File: src/rtl/arbiter4_rr.sv
// Four-requester round-robin arbiter with registered one-hot grant.
// A hold limit forces rotation once another requester is waiting.
module arbiter4_rr #(
  parameter int unsigned HOLD_MAX = 4
) (
  input  logic       clk,
  input  logic       reset,
  input  logic [3:0] req,
  output logic [3:0] gnt,
  output logic       gnt_valid,
  output logic [1:0] gnt_id
);

  typedef enum logic [2:0] {
    IDLE = 3'd0,
    G0   = 3'd1,
    G1   = 3'd2,
    G2   = 3'd3,
    G3   = 3'd4
  } state_e;

  localparam logic [7:0] HLIM = 8'(HOLD_MAX - 1);

  state_e     state_q, state_d;
  logic [1:0] last_q, last_d;
  logic [7:0] cnt_q, cnt_d;
  logic [3:0] gnt_q, gnt_d;
  logic       vld_q, vld_d;
  logic [1:0] id_q, id_d;

  logic       busy;
  logic [1:0] own;
  logic [3:0] others;

  // First requester at p+1, p+2, p+3, p+4 (mod 4).
  function automatic logic [1:0] search(
    input logic [1:0] p,
    input logic [3:0] r
  );
    logic [1:0] idx;
    logic [1:0] win;
    win = p;
    for (int k = 4; k >= 1; k--) begin
      idx = p + 2'(k);
      if (r[idx]) win = idx;
    end
    return win;
  endfunction

  function automatic state_e enc(input logic [1:0] w);
    return state_e'(3'(w) + 3'd1);
  endfunction

  always_comb begin
    busy = 1'b1;
    own  = 2'd0;
    unique case (state_q)
      G0:      own = 2'd0;
      G1:      own = 2'd1;
      G2:      own = 2'd2;
      G3:      own = 2'd3;
      default: busy = 1'b0;
    endcase
  end

  assign others = req & ~(4'b0001 << own);

  always_comb begin
    state_d = state_q;
    last_d  = last_q;
    cnt_d   = cnt_q;
    if (!busy) begin
      if (|req) begin
        state_d = enc(search(last_q, req));
        last_d  = search(last_q, req);
        cnt_d   = 8'd0;
      end
    end else if (!req[own]) begin
      last_d  = own;
      cnt_d   = 8'd0;
      state_d = (|others) ? enc(search(own, req)) : IDLE;
    end else if (cnt_q < HLIM) begin
      cnt_d = cnt_q + 8'd1;
    end else if (|others) begin
      // Limit reached with a contender waiting: hand over.
      state_d = enc(search(own, req));
      last_d  = own;
      cnt_d   = 8'd0;
    end
  end

  always_comb begin
    gnt_d = 4'b0000;
    vld_d = 1'b0;
    id_d  = 2'd0;
    unique case (state_d)
      G0: begin gnt_d = 4'b0001; vld_d = 1'b1; id_d = 2'd0; end
      G1: begin gnt_d = 4'b0010; vld_d = 1'b1; id_d = 2'd1; end
      G2: begin gnt_d = 4'b0100; vld_d = 1'b1; id_d = 2'd2; end
      G3: begin gnt_d = 4'b1000; vld_d = 1'b1; id_d = 2'd3; end
      default: ;
    endcase
  end

  always_ff @(posedge clk) begin
    if (reset) begin
      state_q <= IDLE;
      last_q  <= 2'd3;
      cnt_q   <= 8'd0;
      gnt_q   <= 4'b0000;
      vld_q   <= 1'b0;
      id_q    <= 2'd0;
    end else begin
      state_q <= state_d;
      last_q  <= last_d;
      cnt_q   <= cnt_d;
      gnt_q   <= gnt_d;
      vld_q   <= vld_d;
      id_q    <= id_d;
    end
  end

  assign gnt       = gnt_q;
  assign gnt_valid = vld_q;
  assign gnt_id    = id_q;

endmodule

File: config.mk
export PLATFORM = sky130hd
export DESIGN_NAME = arbiter4_rr
export DESIGN_NICKNAME = d
export VERILOG_FILES = /design/src/rtl/arbiter4_rr.sv
export SDC_FILE = /design/constraint.sdc
export NUM_CORES = 1
export LEC_CHECK = 0
export CAP_MARGIN = 40
export CORE_ASPECT_RATIO = 0.9
export CORE_MARGIN = 4
export CORE_UTILIZATION = 45
export DETAILED_ROUTE_END_ITERATION = 10
export PLACE_DENSITY_LB_ADDON = 0.15
export SLEW_MARGIN = 40
export SYNTH_ARGS = -nofsm -noshare
export SYNTH_HDL_FRONTEND = slang
export SYNTH_SLANG_ARGS = --single-unit
File: constraint.sdc
create_clock -name clk -period 4.03 [get_ports clk]
set_clock_uncertainty 0.05 [all_clocks]
set_input_delay 0.806 -clock clk [delete_from_list [all_inputs] [get_ports clk]]
set_output_delay 0.806 -clock clk [all_outputs]
set_load 0.005 [all_outputs]
* After elaboration in Yosys (flattened, before gate mapping)
Cells that the tools add are included.
** Word-level totals
- Flip-flop bits (word level) :: 20
- Input port bits :: 6
- Output and inout port bits :: 7
- Logic and storage cells :: 93
** Cells by class
- Add/sub/neg operators :: 10
- Order comparisons :: 8
- Equal/unequal tests :: 11
- Shift operators :: 1
- Mux-type cells :: 48
- Bitwise logic cells :: 2
- Reduce and logical (&&, ||, !) cells :: 7
** Operator list (number)
- $mux 8 :: 5
- $mux 2 :: 18
- $lt 2x3->1 const B :: 7
- $mux 3 :: 6
- $pmux 4 s4 :: 1
- $reduce_or 4->1 :: 4
- $bmux 1 s2 :: 7
- $eq 3x2->1 const B :: 4
- $pmux 2 s3 :: 2
- $add 2x1->3 const B :: 3
- $mux 1 :: 9
- $add 2x2->2 const B :: 4
- $add 8x1->8 const B :: 1
- $lt 8x2->1 const B :: 1
- $eq 3x1->1 const B :: 2
- $eq 3x3->1 const B :: 2
- $add 2x1->2 const B :: 2
- $and 4x4->4 :: 1
- $ne 4x2->1 const B :: 1
- $not 4->4 :: 1
- $shl 1x2->4 const A :: 1
- $ne 3x2->1 const B :: 1
- $ne 3x3->1 const B :: 1
- $reduce_and 3->1 :: 1
- other kinds (2) :: 2

* Longest topological paths before layout
Gate-level depths: netlist (run 1).
- Word-level depth :: 20
- Depth in mapped cells :: 14
- Depth with buffers taken out :: 13

* Worst setup path after synthesis (run 1)
Ideal clock, no wire load.
- Path kind :: register to register
- Start point :: register state_q[1]
- End point :: register vld_q (netlist: gnt_valid)
- Library setup time :: 0.120 ns
- Data arrival time :: 3.139 ns
- Required time :: 3.860 ns
- Slack :: 0.721 ns
- Stages on the path, launching flop included :: 14
- Path buffers :: 1
- Period minus slack after synthesis :: 3.309 ns
- Cells stage by stage :: dfxtp_1 > buf_6 > nand2b_1 > a21oi_2 > inv_1 > ha_1 > mux4_2 > a31oi_1 > xnor2_1 > inv_1 > ha_1 > a221o_1 > a211o_1 > mux2i_1
** Between the ends
- Longest elaborated chain between the ends :: 20
- Elaborated cells between the ends (all ways) :: 45
- Those cells by class :: 5 x add/sub; 8 x eq/ne; 1 x shift; 26 x mux; 2 x bitwise; 3 x reduce/logical
** RTL lines
- start, declared :: RTL line 24 : state_e state_q, state_d;
- start signal, assigned :: RTL line 114 : state_q <= state_d;
- $eq 3x3->1 or $eq 3x2->1 (tied branches) :: RTL line 57 : unique case (state_q)
- $pmux 2 s3 :: RTL line 57
- $add 2x2->2 :: RTL line 44 : idx = p + 2'(k);
- $bmux 1 s2 :: RTL line 45 : if (r[idx]) win = idx;
- $mux 1 (implied by the code) :: RTL line 45
- $mux 2 (3 in series) :: RTL line 45
- $mux 2 :: RTL line 84 : end else if (|others) begin
- $mux 2 :: RTL line 82 : end else if (cnt_q < HLIM) begin
- [2 not listed]
- $add 2x1->3 :: RTL line 51 : return state_e'(3'(w) + 3'd1);
- $mux 3 :: RTL line 84
- $mux 3 :: RTL line 82
- $mux 3 :: RTL line 78 : end else if (!req[own]) begin
- $mux 3 (*) :: RTL line 72 : if (!busy) begin
- $eq 3x3->1, or another cell as far along :: RTL line 96 : unique case (state_d)
- $reduce_or 4->1 (no line) (*)
- $mux 1 (*) :: RTL line 96
- end signal, assigned :: RTL line 118 : vld_q <= vld_d;
- end, declared :: RTL line 28 : logic vld_q, vld_d;
Every way passes the cells marked *; elsewhere a longest branch is shown, timed or not. The select of a mux whose other input is x is not followed.
A chain may end at the register's enable or synchronous reset.

* Worst setup path after layout (run 1)
- Start point :: register state_q[2]
- End point :: register vld_q (netlist: gnt_valid)
Same word-level chain as after synthesis.

==> metrics.txt, run 1 <==
status=finished clean; minimum clock period=between 3 and 4 ns; first-pass GRT wire length=between 5000 and 6000 um; # diodes=0; GPL Wtd Cong=about 0.84; mean routed wirelength per cell=13.7 um; Ys Warns=0; hold path cells=2; count of final max-slew check failures=0; Net Switching=0.444 mW; pwr dens=669 nW/um^2; Switching Fraction=between 40% and 50%; num rows=18; largest net degree at the start of global routing=14; Antenna Nets Post-Route=0; Synth area leaders=dfxtp_1 30%, ha_1 6.5%, nor2_1 5.0%; Iteration-0 DRC Markers=around 120; setup slack, reg-to-reg=between 0.4 and 0.5 ns; cell area after synthesis=roughly 1400 sq um; post-route cell area=~1500 sq um; Placed Area=between 1500 and 2000 sq um; total gr overflow=0; die area=3960 sq um; largest fanout on the critical path=13; Crit path arrival time=around 3.7 ns; cts bufs inserted=3; layout overhead on the synthesized area=13.5%; leak pwr=0.622 nW; DR pass1 iterations=4; H-Tree Depth=1; Nets=about 180; synth cell count leaders=20 x dfxtp_1, 18 x nor2_1, 14 x nand2_1, 8 x nand2b_1; Hold Path Class=register to register; setup bufs post-CTS=0; GRT Util Overall=roughly 16%; worst reg2reg path startpoint=state_q[2]; vias in the first global route=roughly 1100; Routed WL=around 2800 um; setup_tns=0 ns; startpoint types=register; Syn Inst Count=roughly 160; Post-route DRC=0; Initial Util=a little under 50%; antenna violations before repair=0; Critical Path RT=approximately 4.2 ns; vias=about 1200; Register-to-Register Path Depth=11; TritonCTS Sinks=20; later-pin clock latency in the skew report=approximately 0.30 ns; Die W=65.9 um; layout cell share with drive strength beyond 1=12.6%; Ports=13; Max Cap Viol=0; Yosys reg bits=20; Post-Syn Area per Cell=between 8 and 9 sq um; top cell type by total area after synthesis=dfxtp_1; PortBufs=12; Relative slew margins=just under 70%; Post-synth EDFFs=0; top-area cell type share of the netlist area=29.5%; Max Clock Freq=about 0.28 GHz; ys flop type=dfxtp_1; number of cells upsized or downsized after cts=0; HPWL after DPL=2160 um; clock root buffer=clkbuf_4; reg2reg end=gnt_valid; Clock Path Buffers=2; Hold Crit Endpoint=cnt_q[3]; Core ar.=~2800 sq um; clk slew on worst S/H paths=0.11 ns; CTS tree=built; worst hold start=cnt_q[3]; worst slew pin tran=around 0.47 ns; hold buffers post-CTS=0; DR vias/cell=5.68; P_int=around 0.6 mW; net count after synthesis=around 170; part of the power in registers=27.9%; worst setup path class=register to register; Setup-failing EPs final=0; ys async rst share=0%; fin crit share=88.4%; Comb power frac=between 60% and 70%; final hold vios=0; top-count cell post-synth=dfxtp_1; RSZ-0062 raised after global routing=no; maximum vdd ir drop=0.444 mV; sequential area share after synthesis=between 20 and 30%; Clock Power Share=approximately 9.0%; Synth cell types=55; die height=60.1 um; crit end category=register
==> logic make-up (layout without fill, tap and decap cells) <==
group                      Yosys count  in the layout  share of synthesized area [%]
adders and majority gates            7              7                           6.46
muxes                                7              7                           7.10
xor gates and xnor gates             5              5                           3.23
buffers and inverters               16             27                           5.17
DFF                                 20             20                           29.5
and+or+nand+nor                     61             61                           24.9
AOI/OAI and AO/OA                   40             40                           23.6
==> state kept, by name, indices dropped and copies added, names as in the netlist <==
signal	cells
state_q	3
cnt_q	8
gnt_valid	1
gnt	4
last_q	2
gnt_id	2
==> layer usage <==
metal	vias to the layer above	part of all wire [%]	GRT usage (%)
li1	589	-	-
met1	559	48	21.7
met2	25	47	26.4
met3	2	4.4	4.32
met4	0	0.46	2.66
met5	-	0	0
==> layout by cell type (no fill, tap or decap), types with 3 or more instances in the layout <==
| cell | instances |
|---|---|
| inv_1 | 7 |
| xnor2_1 | 3 |
| nand2_1 | 14 |
| dfxtp_1 | 20 |
| clkdlybuf4s50_1 | 12 |
| ha_1 | 7 |
| a31oi_1 | 5 |
| nand2b_1 | 8 |
| o21ai_0 | 7 |
| nor2_1 | 18 |
| a21oi_1 | 6 |
| clkbuf_4 | 3 |
| buf_4 | 4 |
| mux2i_1 | 4 |
==> worst max path at each step <==
stage,from,to,slack (ns),cells past startpoint
finish,state_q[2],gnt_valid,0.47,11
global route,state_q[2],gnt_valid,0.23,11
CTS,state_q[2],gnt_valid,0.46,11
detailed placement,req[2],gnt_valid,0.27,9
global placement,req[3],gnt_valid,0.36,9
floorplan,state_q[1],gnt_valid,0.72,13
==> power by group through the flow <==
stage,Clock [mW],Combinational (mW),Sequential [mW]
6_report,0.0922,0.650,0.288
5_1_grt,0.104,0.733,0.295
4_1_cts,0.0953,0.650,0.287
3_5_place_dp,0,0.646,0.292
3_3_place_gp,0,0.633,0.291
2_1_floorplan,0,0.518,0.262
==> layout make-up <==
class                      instances  area, sq um
fill                             254         1280
multi-input combinational        120          886
sequential                        20          400
timing repair buffer              16          150
tap                               40         50.0
inverter                           8         30.0
clock buffer                       3         22.5
==> metrics by stage <==
| step | worst slack [ns] | power [mW] | cells | util, % | hold slack [ns] |
|---|---|---|---|---|---|
| after global routing | 0.230 | 1.13 | 207 | 54.7 | 0.469 |
| after detailed placement | 0.265 | 0.938 | 204 | 53.9 | 0.417 |
| after global placement | 0.357 | 0.925 | 204 | 53.9 | 0.406 |
| after floorplan | 0.721 | 0.780 | 156 | - | 0.390 |
| after CTS | 0.458 | 1.03 | 207 | 54.7 | 0.435 |
| final | 0.468 | 1.03 | 207 | 54.7 | 0.436 |
==> worst max-delay path, stage by stage (launching register included) <==
cell and delay (ns):
dfxtp_1 0.59, or3b_4 0.47, nand2_1 0.12, ha_1 0.29
mux4_2 0.30, a31oi_1 0.21, xnor2_1 0.21, inv_1 0.08
ha_1 0.29, a221o_1 0.36, a211o_1 0.32, mux2i_1 0.14
No activity file was read; power rests on OpenSTA's default activity.
==> run 2, diff against run 1 <==
Settings changed: CORE_UTILIZATION 45 to 55.
==> run 2 against run 1 <==
Compared with the run above:
- sequential power is essentially flat
- largest cell class unchanged
- critical endpoint unchanged
- total power grew 2.6%
- clock power grew 21%
- final cell count shrank 5.3%
- via count shrank 0.85%
==> metrics.txt, run 2 (synthesis gave the netlist of run 1 again) <==
# diodes=0; final hold vios=0; Max Cap Viol=0; layout overhead on the synthesized area=13.8%; antenna violations before repair=0; Critical-path top delay cell=dfxtp_1; first-pass GRT wire length=between 5000 and 6000 um; HPWL after DPL=between 2000 and 2500 um; max layer used=met4; vias=between 1000 and 1500; GPL Wtd Cong=~0.9; CP dominant cell by count=ha_1; clk slew on worst S/H paths=roughly 0.11 ns; Tot Pwr=~1.1 mW; Crit path arrival time=3.75 ns; fin cells=roughly 200; part of the power in registers=a little over a quarter; P_int=just over 0.6 mW; dpl cells=between 150 and 200; Post-route DRC=0; Core ar.=2260 sq um; setup_tns=0 ns; leak pwr=between 0.6 and 0.7 nW; count of final max-slew check failures=0; Top reg by flops=cnt_q; Routed met2 length=about 1300 um; Antenna Nets Post-Route=0; Hold Slack=~0.43 ns; DR vias/cell=5.94; number of cells upsized or downsized after cts=0; Net Switching=between 0.4 and 0.5 mW; TritonCTS Sinks=20; GRT Util Overall=between 20% and 30%; Nets=around 180; most common cell after layout, fill and taps aside=dfxtp_1; num rows=16; Hold Path Class=register to register; mean routed wirelength per cell=between 10 and 15 um; setup bufs post-CTS=0; leading cell types in the layout, fill and taps excluded=20 x dfxtp_1, 18 x nor2_1, 14 x nand2_1; cts bufs inserted=3; fin crit share=approximately nine tenths; die area=roughly 3300 sq um; die height=around 55 um; layout cell share with drive strength beyond 1=between 10% and 20%; total gr overflow=0; Switching Fraction=~42%; pwr dens=about 680 nW/um^2; Max Clock Freq=between 0.2 and 0.3 GHz; Post-Route M1 WL=1380 um; largest fanout on the critical path=13; crit end category=register; status=finished clean; Clock Power Share=10.6%; slowest stage delay, CP=roughly 0.59 ns; worst setup path class=register to register; later-pin clock latency in the skew report=between 0.2 and 0.3 ns; worst slew pin tran=about 0.44 ns; CP Cell Sequence=or3b_4 > nand2_1 > ha_1 > mux4_2 > a31oi_1 > xnor2_1 > inv_1 > ha_1 > a221o_1 > a211o_1 > mux2i_1; vias in the first global route=1147; Largest register FFs=8; minimum clock period=between 3 and 4 ns; clock root buffer=clkbuf_4; Critical Path RT=around 4.2 ns; Clock Path Buffers=2; Routed WL=2850 um; Comb power frac=between 60% and 70%; RSZ-0062 raised after global routing=no; CTS tree=built; startpoint types=register; H-Tree Depth=1; wire length on met3=around 110 um; Ports=13; PortBufs=12; Iteration-0 DRC Markers=48; Setup-failing EPs final=0; DR pass1 iterations=4; maximum vdd ir drop=slightly above 0.5 mV; largest net degree at the start of global routing=14; hold buffers post-CTS=0; Relative slew margins=70.4%; Die W=approximately 60 um; Initial Util=60.0%
==> run 2: cell count changes in the layout (fill, tap and decap cells not counted) <==
cell,delta
buf_4,+1
clkbuf_8,+1
==> run 2: layout make-up <==
cell class	instances	area, sq um
Inverter	8	30.0
Sequential cell	20	400
Timing Repair Buffer	17	158
Multi-Input combinational cell	120	886
Clock buffer	4	36.3
Fill cell	186	718
Tap cell	27	33.8
==> run 2: final timing paths <==
| kind | endpoint | cells past startpoint | from | slack (ns) |
|---|---|---|---|---|
| hold reg to reg | cnt_q[3] | 2 | cnt_q[3] | 0.43 |
| setup / recovery | gnt_valid | 11 | state_q[2] | 0.45 |
| hold / removal | cnt_q[3] | 2 | cnt_q[3] | 0.43 |
| setup reg to reg | gnt_valid | 11 | state_q[2] | 0.45 |
==> run 2: critical path, delay by kind of cell (launching register included) <==
kind                     cells  cell delay (ns)
XOR/XNOR                     1             0.19
AO/OA/AOI/OAI                3             0.89
multiplexers                 2             0.49
buffers and inverters        1             0.09
AND/OR/NAND/NOR              2             0.60
flip-flops                   1             0.59
adder cells (fa/ha/maj)      2             0.60
==> run 2: routing by layer <==
metal | vias up | track usage [%]
met5 | - | 0
met4 | 0 | 5.90
met3 | 6 | 4.18
met2 | 24 | 32.0
met1 | 544 | 27.8
li1 | 591 | -
==> run 2: power groups by stage <==
| stage | clock network, mW | logic, mW | registers [mW] |
|---|---|---|---|
| 6_report | 0.112 | 0.658 | 0.288 |
| 5_1_grt | 0.126 | 0.740 | 0.296 |
| 4_1_cts | 0.116 | 0.659 | 0.287 |
| 3_5_place_dp | 0 | 0.652 | 0.291 |
| 3_3_place_gp | 0 | 0.626 | 0.290 |
| 2_1_floorplan | 0 | 0.518 | 0.262 |
==> run 2: metrics by stage <==
stage | cell area [sq um] | util [%] | setup slack [ns]
after floorplan | 1360 | - | 0.721
after detailed placement | 1510 | 66.6 | 0.272
after global placement | 1510 | 66.6 | 0.389
after global routing | 1540 | 68.3 | 0.209
final | 1540 | 68.3 | 0.447
after CTS | 1540 | 68.3 | 0.455
==> run 3, diff against run 2 <==
Settings changed: SKIP_CTS_REPAIR_TIMING set to 1.
==> results of run 3 <==
The final DEF is identical to that of run 2; final timing and power are the same.
